File: src/rtl/mips_pkg.sv
// Shared MIPS datapath widths and ALU funct codes used by the decoder, ID/EX stage and ALU.
// id_ex_stage forwarding is built only when ID_EX_FORWARD_EN is defined.
package mips_pkg;

    localparam int unsigned DEF_NB_DATA      = 32;
    localparam int unsigned DEF_NB_REG_ADDR  = 5;
    localparam int unsigned DEF_NB_OPERATION = 6;
    localparam int unsigned DEF_NB_SHAMT     = 5;

    localparam logic [5:0] ALU_ADD = 6'b100000;
    localparam logic [5:0] ALU_SUB = 6'b100010;
    localparam logic [5:0] ALU_AND = 6'b100100;
    localparam logic [5:0] ALU_OR  = 6'b100101;
    localparam logic [5:0] ALU_XOR = 6'b100110;
    localparam logic [5:0] ALU_NOR = 6'b100111;
    localparam logic [5:0] ALU_SRA = 6'b000011;
    localparam logic [5:0] ALU_SRL = 6'b000010;

    typedef enum logic [1:0] {
        FWD_REG   = 2'd0,
        FWD_EXMEM = 2'd1,
        FWD_MEMWB = 2'd2
    } fwd_sel_e;

    function automatic logic is_shift(input logic [5:0] op);
        return (op == ALU_SRA) || (op == ALU_SRL);
    endfunction

endpackage

File: src/rtl/id_ex_stage_if.sv
// Decode-side inputs, EX/MEM and MEM/WB bypass inputs and ALU-side outputs of the ID/EX stage.
// Bypass signals stay present even when ID_EX_FORWARD_EN is undefined, for pin compatibility.
interface id_ex_stage_if
    import mips_pkg::*;
#(
    parameter int unsigned NB_DATA      = DEF_NB_DATA,
    parameter int unsigned NB_REG_ADDR  = DEF_NB_REG_ADDR,
    parameter int unsigned NB_OPERATION = DEF_NB_OPERATION,
    parameter int unsigned NB_SHAMT     = DEF_NB_SHAMT
) ();

    logic                    i_valid;
    logic                    i_stall;
    logic                    i_flush;
    logic [NB_DATA-1:0]      i_rs_data;
    logic [NB_DATA-1:0]      i_rt_data;
    logic [NB_DATA-1:0]      i_imm;
    logic [NB_SHAMT-1:0]     i_shamt;
    logic [NB_OPERATION-1:0] i_op;
    logic [NB_REG_ADDR-1:0]  i_rs_addr;
    logic [NB_REG_ADDR-1:0]  i_rt_addr;
    logic [NB_REG_ADDR-1:0]  i_rd_addr;
    logic                    i_alu_src_imm;
    logic                    i_shift_var;
    logic                    i_reg_write;

    logic                    i_exmem_reg_write;
    logic [NB_REG_ADDR-1:0]  i_exmem_rd;
    logic [NB_DATA-1:0]      i_exmem_result;
    logic                    i_memwb_reg_write;
    logic [NB_REG_ADDR-1:0]  i_memwb_rd;
    logic [NB_DATA-1:0]      i_memwb_result;

    logic [NB_DATA-1:0]      o_data_a;
    logic [NB_DATA-1:0]      o_data_b;
    logic [NB_OPERATION-1:0] o_op;
    logic [NB_REG_ADDR-1:0]  o_rd_addr;
    logic                    o_reg_write;
    logic                    o_valid;

    modport master (
        output i_valid, i_stall, i_flush, i_rs_data, i_rt_data, i_imm, i_shamt, i_op,
               i_rs_addr, i_rt_addr, i_rd_addr, i_alu_src_imm, i_shift_var, i_reg_write,
               i_exmem_reg_write, i_exmem_rd, i_exmem_result,
               i_memwb_reg_write, i_memwb_rd, i_memwb_result,
        input  o_data_a, o_data_b, o_op, o_rd_addr, o_reg_write, o_valid
    );

    modport slave (
        input  i_valid, i_stall, i_flush, i_rs_data, i_rt_data, i_imm, i_shamt, i_op,
               i_rs_addr, i_rt_addr, i_rd_addr, i_alu_src_imm, i_shift_var, i_reg_write,
               i_exmem_reg_write, i_exmem_rd, i_exmem_result,
               i_memwb_reg_write, i_memwb_rd, i_memwb_result,
        output o_data_a, o_data_b, o_op, o_rd_addr, o_reg_write, o_valid
    );

endinterface

File: src/rtl/id_ex_stage_fwd_mux.sv
// One forwarding selector: picks EX/MEM, then MEM/WB, then the stored register value.
// Register $0 is never forwarded.
module fwd_mux
    import mips_pkg::*;
#(
    parameter int unsigned NB_DATA     = DEF_NB_DATA,
    parameter int unsigned NB_REG_ADDR = DEF_NB_REG_ADDR
) (
    input  logic [NB_REG_ADDR-1:0] i_addr,
    input  logic [NB_DATA-1:0]     i_data,
    input  logic                   i_exmem_reg_write,
    input  logic [NB_REG_ADDR-1:0] i_exmem_rd,
    input  logic [NB_DATA-1:0]     i_exmem_result,
    input  logic                   i_memwb_reg_write,
    input  logic [NB_REG_ADDR-1:0] i_memwb_rd,
    input  logic [NB_DATA-1:0]     i_memwb_result,
    output logic [NB_DATA-1:0]     o_data
);

    fwd_sel_e sel;

    always_comb begin
        sel = FWD_REG;
        if (i_addr != '0) begin
            if (i_exmem_reg_write && (i_exmem_rd == i_addr)) begin
                sel = FWD_EXMEM;
            end else if (i_memwb_reg_write && (i_memwb_rd == i_addr)) begin
                sel = FWD_MEMWB;
            end
        end
    end

    always_comb begin
        o_data = i_data;
        case (sel)
            FWD_EXMEM: o_data = i_exmem_result;
            FWD_MEMWB: o_data = i_memwb_result;
            default:   o_data = i_data;
        endcase
    end

endmodule

File: src/rtl/id_ex_stage.sv
// ID/EX pipeline register with operand selection for the ALU (shifts: value on A, amount on B).
// Define ID_EX_FORWARD_EN to enable EX/MEM and MEM/WB bypassing and MEM/WB refresh during stall.
module id_ex_stage
    import mips_pkg::*;
#(
    parameter int unsigned NB_DATA      = DEF_NB_DATA,
    parameter int unsigned NB_REG_ADDR  = DEF_NB_REG_ADDR,
    parameter int unsigned NB_OPERATION = DEF_NB_OPERATION,
    parameter int unsigned NB_SHAMT     = DEF_NB_SHAMT
) (
    input  logic          i_clock,
    input  logic          i_reset,
    id_ex_stage_if.slave  bus
);

    localparam logic [NB_OPERATION-1:0] OP_ADD = NB_OPERATION'(ALU_ADD);

    logic [NB_DATA-1:0]      rs_data_q;
    logic [NB_DATA-1:0]      rt_data_q;
    logic [NB_DATA-1:0]      imm_q;
    logic [NB_SHAMT-1:0]     shamt_q;
    logic [NB_OPERATION-1:0] op_q;
    logic [NB_REG_ADDR-1:0]  rs_addr_q;
    logic [NB_REG_ADDR-1:0]  rt_addr_q;
    logic [NB_REG_ADDR-1:0]  rd_addr_q;
    logic                    alu_src_imm_q;
    logic                    shift_var_q;
    logic                    reg_write_q;
    logic                    valid_q;

    logic                    refresh_rs;
    logic                    refresh_rt;
    logic [NB_DATA-1:0]      fwd_rs;
    logic [NB_DATA-1:0]      fwd_rt;
    logic                    shift_op;

`ifdef ID_EX_FORWARD_EN
    // A MEM/WB write retires while we stall; capture it so it is not lost once it leaves the bypass.
    assign refresh_rs = bus.i_memwb_reg_write && (rs_addr_q != '0) && (bus.i_memwb_rd == rs_addr_q);
    assign refresh_rt = bus.i_memwb_reg_write && (rt_addr_q != '0) && (bus.i_memwb_rd == rt_addr_q);

    fwd_mux #(
        .NB_DATA     (NB_DATA),
        .NB_REG_ADDR (NB_REG_ADDR)
    ) u_fwd_rs (
        .i_addr            (rs_addr_q),
        .i_data            (rs_data_q),
        .i_exmem_reg_write (bus.i_exmem_reg_write),
        .i_exmem_rd        (bus.i_exmem_rd),
        .i_exmem_result    (bus.i_exmem_result),
        .i_memwb_reg_write (bus.i_memwb_reg_write),
        .i_memwb_rd        (bus.i_memwb_rd),
        .i_memwb_result    (bus.i_memwb_result),
        .o_data            (fwd_rs)
    );

    fwd_mux #(
        .NB_DATA     (NB_DATA),
        .NB_REG_ADDR (NB_REG_ADDR)
    ) u_fwd_rt (
        .i_addr            (rt_addr_q),
        .i_data            (rt_data_q),
        .i_exmem_reg_write (bus.i_exmem_reg_write),
        .i_exmem_rd        (bus.i_exmem_rd),
        .i_exmem_result    (bus.i_exmem_result),
        .i_memwb_reg_write (bus.i_memwb_reg_write),
        .i_memwb_rd        (bus.i_memwb_rd),
        .i_memwb_result    (bus.i_memwb_result),
        .o_data            (fwd_rt)
    );
`else
    logic unused_bypass;

    assign refresh_rs    = 1'b0;
    assign refresh_rt    = 1'b0;
    assign fwd_rs        = rs_data_q;
    assign fwd_rt        = rt_data_q;
    assign unused_bypass = ^{bus.i_exmem_reg_write, bus.i_exmem_rd, bus.i_exmem_result,
                             bus.i_memwb_reg_write, bus.i_memwb_rd, bus.i_memwb_result};
`endif

    always_ff @(posedge i_clock or negedge i_reset) begin
        if (!i_reset) begin
            rs_data_q     <= '0;
            rt_data_q     <= '0;
            imm_q         <= '0;
            shamt_q       <= '0;
            op_q          <= OP_ADD;
            rs_addr_q     <= '0;
            rt_addr_q     <= '0;
            rd_addr_q     <= '0;
            alu_src_imm_q <= 1'b0;
            shift_var_q   <= 1'b0;
            reg_write_q   <= 1'b0;
            valid_q       <= 1'b0;
        end else if (bus.i_flush) begin
            valid_q     <= 1'b0;
            reg_write_q <= 1'b0;
            op_q        <= OP_ADD;
        end else if (bus.i_stall) begin
            if (refresh_rs) rs_data_q <= bus.i_memwb_result;
            if (refresh_rt) rt_data_q <= bus.i_memwb_result;
        end else begin
            rs_data_q     <= bus.i_rs_data;
            rt_data_q     <= bus.i_rt_data;
            imm_q         <= bus.i_imm;
            shamt_q       <= bus.i_shamt;
            op_q          <= bus.i_op;
            rs_addr_q     <= bus.i_rs_addr;
            rt_addr_q     <= bus.i_rt_addr;
            rd_addr_q     <= bus.i_rd_addr;
            alu_src_imm_q <= bus.i_alu_src_imm;
            shift_var_q   <= bus.i_shift_var;
            reg_write_q   <= bus.i_reg_write & bus.i_valid;
            valid_q       <= bus.i_valid;
        end
    end

    assign shift_op = (op_q == NB_OPERATION'(ALU_SRA)) || (op_q == NB_OPERATION'(ALU_SRL));

    always_comb begin
        bus.o_data_a = fwd_rs;
        bus.o_data_b = alu_src_imm_q ? imm_q : fwd_rt;
        if (shift_op) begin
            bus.o_data_a = fwd_rt;
            bus.o_data_b = shift_var_q ? NB_DATA'(fwd_rs[NB_SHAMT-1:0]) : NB_DATA'(shamt_q);
        end
    end

    assign bus.o_op        = op_q;
    assign bus.o_rd_addr   = rd_addr_q;
    assign bus.o_reg_write = reg_write_q;
    assign bus.o_valid     = valid_q;

endmodule
File: src/flat_wrapper.sv
// flat-port wrapper written by rule: the top's interface ports become plain ports
module id_ex_stage_flat import mips_pkg::*;
#(
    parameter int unsigned NB_DATA      = DEF_NB_DATA,
    parameter int unsigned NB_REG_ADDR  = DEF_NB_REG_ADDR,
    parameter int unsigned NB_OPERATION = DEF_NB_OPERATION,
    parameter int unsigned NB_SHAMT     = DEF_NB_SHAMT
)
  (i_clock, i_reset, bus_i_valid, bus_i_stall, bus_i_flush, bus_i_rs_data, bus_i_rt_data, bus_i_imm, bus_i_shamt, bus_i_op, bus_i_rs_addr, bus_i_rt_addr, bus_i_rd_addr, bus_i_alu_src_imm, bus_i_shift_var, bus_i_reg_write, bus_i_exmem_reg_write, bus_i_exmem_rd, bus_i_exmem_result, bus_i_memwb_reg_write, bus_i_memwb_rd, bus_i_memwb_result, bus_o_data_a, bus_o_data_b, bus_o_op, bus_o_rd_addr, bus_o_reg_write, bus_o_valid);
  id_ex_stage_if #(.NB_DATA(NB_DATA), .NB_REG_ADDR(NB_REG_ADDR), .NB_OPERATION(NB_OPERATION), .NB_SHAMT(NB_SHAMT)) bus_i ();
  input  logic i_clock;
  input  logic i_reset;
  input wire logic [$bits(bus_i.i_valid)-1:0] bus_i_valid;
  input wire logic [$bits(bus_i.i_stall)-1:0] bus_i_stall;
  input wire logic [$bits(bus_i.i_flush)-1:0] bus_i_flush;
  input wire logic [$bits(bus_i.i_rs_data)-1:0] bus_i_rs_data;
  input wire logic [$bits(bus_i.i_rt_data)-1:0] bus_i_rt_data;
  input wire logic [$bits(bus_i.i_imm)-1:0] bus_i_imm;
  input wire logic [$bits(bus_i.i_shamt)-1:0] bus_i_shamt;
  input wire logic [$bits(bus_i.i_op)-1:0] bus_i_op;
  input wire logic [$bits(bus_i.i_rs_addr)-1:0] bus_i_rs_addr;
  input wire logic [$bits(bus_i.i_rt_addr)-1:0] bus_i_rt_addr;
  input wire logic [$bits(bus_i.i_rd_addr)-1:0] bus_i_rd_addr;
  input wire logic [$bits(bus_i.i_alu_src_imm)-1:0] bus_i_alu_src_imm;
  input wire logic [$bits(bus_i.i_shift_var)-1:0] bus_i_shift_var;
  input wire logic [$bits(bus_i.i_reg_write)-1:0] bus_i_reg_write;
  input wire logic [$bits(bus_i.i_exmem_reg_write)-1:0] bus_i_exmem_reg_write;
  input wire logic [$bits(bus_i.i_exmem_rd)-1:0] bus_i_exmem_rd;
  input wire logic [$bits(bus_i.i_exmem_result)-1:0] bus_i_exmem_result;
  input wire logic [$bits(bus_i.i_memwb_reg_write)-1:0] bus_i_memwb_reg_write;
  input wire logic [$bits(bus_i.i_memwb_rd)-1:0] bus_i_memwb_rd;
  input wire logic [$bits(bus_i.i_memwb_result)-1:0] bus_i_memwb_result;
  output wire logic [$bits(bus_i.o_data_a)-1:0] bus_o_data_a;
  output wire logic [$bits(bus_i.o_data_b)-1:0] bus_o_data_b;
  output wire logic [$bits(bus_i.o_op)-1:0] bus_o_op;
  output wire logic [$bits(bus_i.o_rd_addr)-1:0] bus_o_rd_addr;
  output wire logic [$bits(bus_i.o_reg_write)-1:0] bus_o_reg_write;
  output wire logic [$bits(bus_i.o_valid)-1:0] bus_o_valid;
  assign bus_i.i_valid = bus_i_valid;
  assign bus_i.i_stall = bus_i_stall;
  assign bus_i.i_flush = bus_i_flush;
  assign bus_i.i_rs_data = bus_i_rs_data;
  assign bus_i.i_rt_data = bus_i_rt_data;
  assign bus_i.i_imm = bus_i_imm;
  assign bus_i.i_shamt = bus_i_shamt;
  assign bus_i.i_op = bus_i_op;
  assign bus_i.i_rs_addr = bus_i_rs_addr;
  assign bus_i.i_rt_addr = bus_i_rt_addr;
  assign bus_i.i_rd_addr = bus_i_rd_addr;
  assign bus_i.i_alu_src_imm = bus_i_alu_src_imm;
  assign bus_i.i_shift_var = bus_i_shift_var;
  assign bus_i.i_reg_write = bus_i_reg_write;
  assign bus_i.i_exmem_reg_write = bus_i_exmem_reg_write;
  assign bus_i.i_exmem_rd = bus_i_exmem_rd;
  assign bus_i.i_exmem_result = bus_i_exmem_result;
  assign bus_i.i_memwb_reg_write = bus_i_memwb_reg_write;
  assign bus_i.i_memwb_rd = bus_i_memwb_rd;
  assign bus_i.i_memwb_result = bus_i_memwb_result;
  assign bus_o_data_a = bus_i.o_data_a;
  assign bus_o_data_b = bus_i.o_data_b;
  assign bus_o_op = bus_i.o_op;
  assign bus_o_rd_addr = bus_i.o_rd_addr;
  assign bus_o_reg_write = bus_i.o_reg_write;
  assign bus_o_valid = bus_i.o_valid;
  id_ex_stage #(.NB_DATA(NB_DATA), .NB_REG_ADDR(NB_REG_ADDR), .NB_OPERATION(NB_OPERATION), .NB_SHAMT(NB_SHAMT)) u_core (.i_clock(i_clock), .i_reset(i_reset), .bus(bus_i));
endmodule
File: config.mk
export PLATFORM = sky130hd
export DESIGN_NAME = id_ex_stage_flat
export DESIGN_NICKNAME = d
export VERILOG_FILES = /design/src/rtl/mips_pkg.sv /design/src/rtl/id_ex_stage_if.sv /design/src/rtl/id_ex_stage_fwd_mux.sv /design/src/rtl/id_ex_stage.sv /design/src/flat_wrapper.sv
export SDC_FILE = /design/constraint.sdc
export NUM_CORES = 1
export LEC_CHECK = 0
export ABC_CLOCK_PERIOD_IN_PS = 1650
export BUFFER_PORTS_ARGS = -buffer_cell sky130_fd_sc_hd__buf_2
export CORE_MARGIN = 5
export CORE_UTILIZATION = 30
export DETAILED_ROUTE_END_ITERATION = 8
export PLACE_DENSITY = 0.57
export SLEW_MARGIN = 20
export SYNTH_ARGS = -nofsm -noshare
export SYNTH_HDL_FRONTEND = slang
export SYNTH_HIERARCHICAL = 1
export SYNTH_SLANG_ARGS = --single-unit
export TNS_END_PERCENT = 50
File: constraint.sdc
create_clock -name i_clock -period 1.65 [get_ports i_clock]
set_input_delay 0.33 -clock i_clock [delete_from_list [all_inputs] [get_ports i_clock]]
set_output_delay 0.33 -clock i_clock [all_outputs]
set_load 0.05 [all_outputs]
# Word-level counts from Yosys, hierarchy flattened
# Cells that the tools add are included.
# totals
register_bits	116
input_bits	206
output_inout_bits	77
word_cells	28
# classes
eq_ne	3
n_mux	10
bitwise	3
reduce_logical	2
# op_table
cell	count
32-bit two-way mux	3
6-bit by 2-bit equality test with 1-bit output (second input constant)	2
6-bit two-way mux	2
5-bit two-way mux	1
1-bit two-way mux	4
2-bit by 1-bit != test with 1-bit output (second input constant)	1
1-bit NOT	2
2-bit AND reduction	1
1-bit bitwise AND	1
1-bit logical OR	1

# Depth between registers and ports, before layout
# depth
ltp_word	3
mapped_depth	5
depth_no_buf	3

# Worst setup path after synthesis
# Ideal clock, no wire load.
# synth_timing
path_type	register to output
start	register u_core.op_q[3] (netlist: u_core/bus.o_op[3])
end	output bus_o_data_b[2]
arrival_time_ns	2.104
t_required_ns	1.320
slack_ns	-0.784
path_stages_with_launch	6
path_buffers	2
cell_sequence	dfrtp_1 -> nor2_1 -> and3_1 -> buf_2 -> buf_4 -> mux2i_1
# synth_via
elab_chain_cells	3
elab_cells_between_ends	4
cone_classes	eq/ne (2); mux (1); reduce/logical (1)
# synth_rtl
item	line_no	source
start: declaration	id_ex_stage.sv:22	logic [NB_OPERATION-1:0] op_q;
start signal: assignment	id_ex_stage.sv:108	op_q <= bus.i_op;
6-bit by 2-bit equality test with 1-bit output	id_ex_stage.sv:119	assign shift_op = (op_q == NB_OPERATION'(ALU_SRA)) || (op_q == NB_OPERATION'(ALU_SRL));
1-bit logical OR *	id_ex_stage.sv:119	
32-bit two-way mux *	id_ex_stage.sv:124	if (shift_op) begin
end: declaration	flat_wrapper.sv:34	output wire logic [$bits(bus_i.o_data_b)-1:0] bus_o_data_b;
# Every way passes the cells marked *; elsewhere a longest branch is shown, timed or not.

# Worst setup path in the final report
# layout_timing
start	register u_core.op_q[5] (netlist: u_core/bus.o_op[5])
end	output bus_o_data_a[22]
# layout_via
elab_chain_cells	3
elab_cells_between_ends	4
cone_classes	eq/ne (2); mux (1); reduce/logical (1)
# layout_rtl
item	line_no	source
6-bit by 2-bit equality test with 1-bit output	id_ex_stage.sv:119	
1-bit logical OR *	id_ex_stage.sv:119	
32-bit two-way mux *	id_ex_stage.sv:124	
end: declaration	flat_wrapper.sv:33	output wire logic [$bits(bus_i.o_data_a)-1:0] bus_o_data_a;
# Marks and branches as above.

==> impl_metrics.json <==
{
  "die_x_um": 144,
  "fin_util_pct": 45.9,
  "reg2reg_depth": 2,
  "multiInputGateArea_mm2": 0.00270,
  "grt_max_degree": 50,
  "hold_depth": 2,
  "slew_violations": 0,
  "drc": 0,
  "rrSetupSlack_ns": 0.66,
  "clkLatencyLatePin_ns": 0.40,
  "worstPathRequired_ns": 1.32,
  "layout_setup_ws_ns": -0.521,
  "syn_avg_cell_area_um2": 14.6,
  "n_antenna_cell": 0,
  "drv_cap": 0,
  "p_sw_share_pct": 33.9,
  "grt_pass1_vias": 4328,
  "grt_usage_pct": 14.0,
  "leakage_nw": 3.87,
  "violations": "setup timing",
  "hold-worst-slack_ns": 0.151,
  "cts-htree-levels": 4,
  "clockBufferDepth": 2,
  "peakVddDrop_uv": 680,
  "power_density_mw_per_mm2": 1280,
  "critical_path.max_stage_delay_ns": 0.55,
  "yosys_warnings": 6,
  "cts_buffers": 17,
  "path_clk_slew_ns": 0.06,
  "intPower_mw": 6.97,
  "grt-ovfl-total": 0,
  "cp_max_fo": 13,
  "outcome": "finished with violations",
  "wl_mm": 14.4,
  "dp_hpwl_mm": 10.4,
  "die_h_um": 144,
  "worstPathArrival_ns": 1.84,
  "seqPwrFrac_pct": 33.4,
  "crit_chain": "nor2_4 > nand3_4 > buf_12 > mux2_2 > buf_6",
  "grt_setup_unrepaired": "yes",
  "wl_per_cell_um": 17.4,
  "place_congestion": 0.766,
  "num_rows": 49,
  "grt_pass1_wl_mm": 22.4,
  "cts-root-buf": "clkbuf_16",
  "critical_path_class": "flip-flop to primary output",
  "synthCells": 372,
  "cts_tree": "done",
  "skew_ns": 0,
  "start_util_pct": 30.3,
  "core-area_mm2": 0.0179,
  "worst_pin_slew_ns": 0.369,
  "firstDrtPassIters": 4,
  "finalHoldViolCount": 0,
  "start_kind": "flip-flop",
  "syn2layout_area_growth_pct": 51.7,
  "ys_ff_latch": 116,
  "p_sw_mw": 3.57,
  "syn-num-nets": 578,
  "port_buffers": 196,
  "hp-class": "input port to flip-flop",
  "synth_area_mm2": 0.00542,
  "vias_per_cell": 4.52,
  "pwr-share-comb_pct": 34.4,
  "cts_sinks": 116,
  "fin_crit_sh_pct": 132,
  "synthDistinctLibCells": 19,
  "nFillCells": 1617,
  "fmax_mhz": 461,
  "post-route-min-period_ns": 2.17,
  "pwr-share-clk_pct": 32.2,
  "cp_slowest_cell": "dfstp_2",
  "drt_first_iter_violations": 73,
  "tns_ns": -28.69,
  "relSlewSlack_pct": 75.4,
  "drtAntennaViolNets": 0,
  "ioPinCount": 283,
  "grt_antenna_before_repair": 1,
  "routed-via-count": 3753,
  "seq_area_frac_synth_pct": 53.6,
  "die-area_mm2": 0.0208,
  "cp-end-kind": "primary output",
  "nets": 794,
  "layout-drive-gt1-share_pct": 72.2,
  "regArea_mm2": 0.00291,
  "final-setup-viol-count": 64
}
power by group through the flow:
stage | registers (mW) | logic [mW] | clock network [mW]
2_1_floorplan | 3.57 | 2.34 | 0
3_3_place_gp | 3.53 | 3.13 | 0
3_5_place_dp | 3.56 | 3.17 | 0
4_1_cts | 3.52 | 3.57 | 3.51
5_1_grt | 3.58 | 3.82 | 3.65
6_report | 3.52 | 3.63 | 3.40
metrics by stage:
step | cell area, µm² | std cells | worst slack [ns] | total power, mW
6_report | 8220 | 830 | -0.521 | 10.5
5_1_grt | 8220 | 830 | -0.599 | 11.0
2_1_floorplan | 5720 | 372 | -0.288 | 5.91
3_3_place_gp | 7110 | 794 | -0.148 | 6.66
3_5_place_dp | 7110 | 794 | -0.144 | 6.73
4_1_cts | 8040 | 827 | -0.561 | 10.6
sequential cells by signal, indices dropped and copies added, names as in the netlist:
| register | flops |
|---|---|
| u_core/bus.o_op | 6 |
| u_core/bus.o_reg_write | 1 |
| u_core/fwd_rt | 32 |
| u_core/alu_src_imm_q | 1 |
| u_core/shift_var_q | 1 |
| u_core/imm_q | 32 |
| u_core/fwd_rs | 32 |
| u_core/bus.o_rd_addr | 5 |
| u_core/bus.o_valid | 1 |
| u_core/shamt_q | 5 |
Yosys cell counts:
cell type	instances	area [µm²]
buf_8	2	30.0
mux2_1	2	22.5
nor2b_1	2	12.5
a21oi_1	1	5.00
nor2_8	1	20.0
mux2_2	118	1330
buf_2	8	40.0
nand3_2	1	10.0
and3_1	1	6.26
nor2_1	36	135
buf_4	12	90.1
mux2i_1	47	470
a22oi_1	1	7.51
clkbuf_1	1	3.75
buf_6	2	22.5
mux2_4	20	300
dfrtp_1	115	2880
dfstp_2	1	26.3
a211o_1	1	8.76
metal layers:
| layer | GRT usage (%) | vias up | share of wire, % |
|---|---|---|---|
| li1 | - | 1750 | - |
| met4 | 3.88 | 2 | 0.97 |
| met3 | 5.42 | 12 | 7.6 |
| met2 | 22.9 | 118 | 50 |
| met1 | 17.2 | 1871 | 41 |
| met5 | 0 | - | 0.090 |
timing repair:
item                       4_1_cts  5_1_grt
resized for setup              121       30
cloned                           0        2
hold endpoints to repair        22        0
setup endpoints to repair       65       64
hold buffers                     1        0
setup buffers                    0        1
pin swaps                        0        1
kinds of logic (layout without fill, tap and decap cells):
group	count (synthesis)	in the layout	share of synthesized area, %
compound gates	3	3	0.393
mux	187	187	39.2
simple gates	41	41	3.39
buf+inv	25	254	3.44
flops	116	116	53.6
path summary, 6_finish.rpt:
path | start | to
setup reg to reg | u_core/alu_src_imm_q | u_core/alu_src_imm_q
hold reg to reg | u_core/bus.o_rd_addr[0] | u_core/bus.o_rd_addr[0]
max in group asynchronous | i_reset | u_core/imm_q[16]
hold / removal | bus_i_rs_data[26] | u_core/fwd_rs[26]
min in group asynchronous | i_reset | u_core/bus.o_rd_addr[0]
setup / recovery | u_core/bus.o_op[5] | bus_o_data_a[22]
layout make-up:
cell class	count	share of cell area, %
Clock buffer	22	5.65
Multi-Input combinational cell	231	32.9
Tap cell	229	3.49
Timing Repair Buffer	222	21.6
Sequential cell	116	35.4
Clock inverter	10	1.00
worst max-delay path, delay by kind of cell (launching register included):
family	cells	cell delay [ns]
multiplexers	1	0.36
buffers and inverters	2	0.35
AND/OR/NAND/NOR	2	0.18
flip-flops	1	0.55
cells in the final DEF, fill, tap and decap left out, types with 2 or more instances in the layout:
cell,instances
buf_12,12
buf_2,130
buf_4,20
buf_6,52
buf_8,4
clkbuf_1,3
clkbuf_16,19
clkbuf_8,2
clkinv_2,6
clkinvlp_4,3
dfrtp_1,110
dfrtp_2,5
mux2_2,99
mux2_4,41
mux2i_1,41
mux2i_4,5
nor2_1,7
nor2_4,29
nor2b_1,2
(Power assumes the default switching activity.)
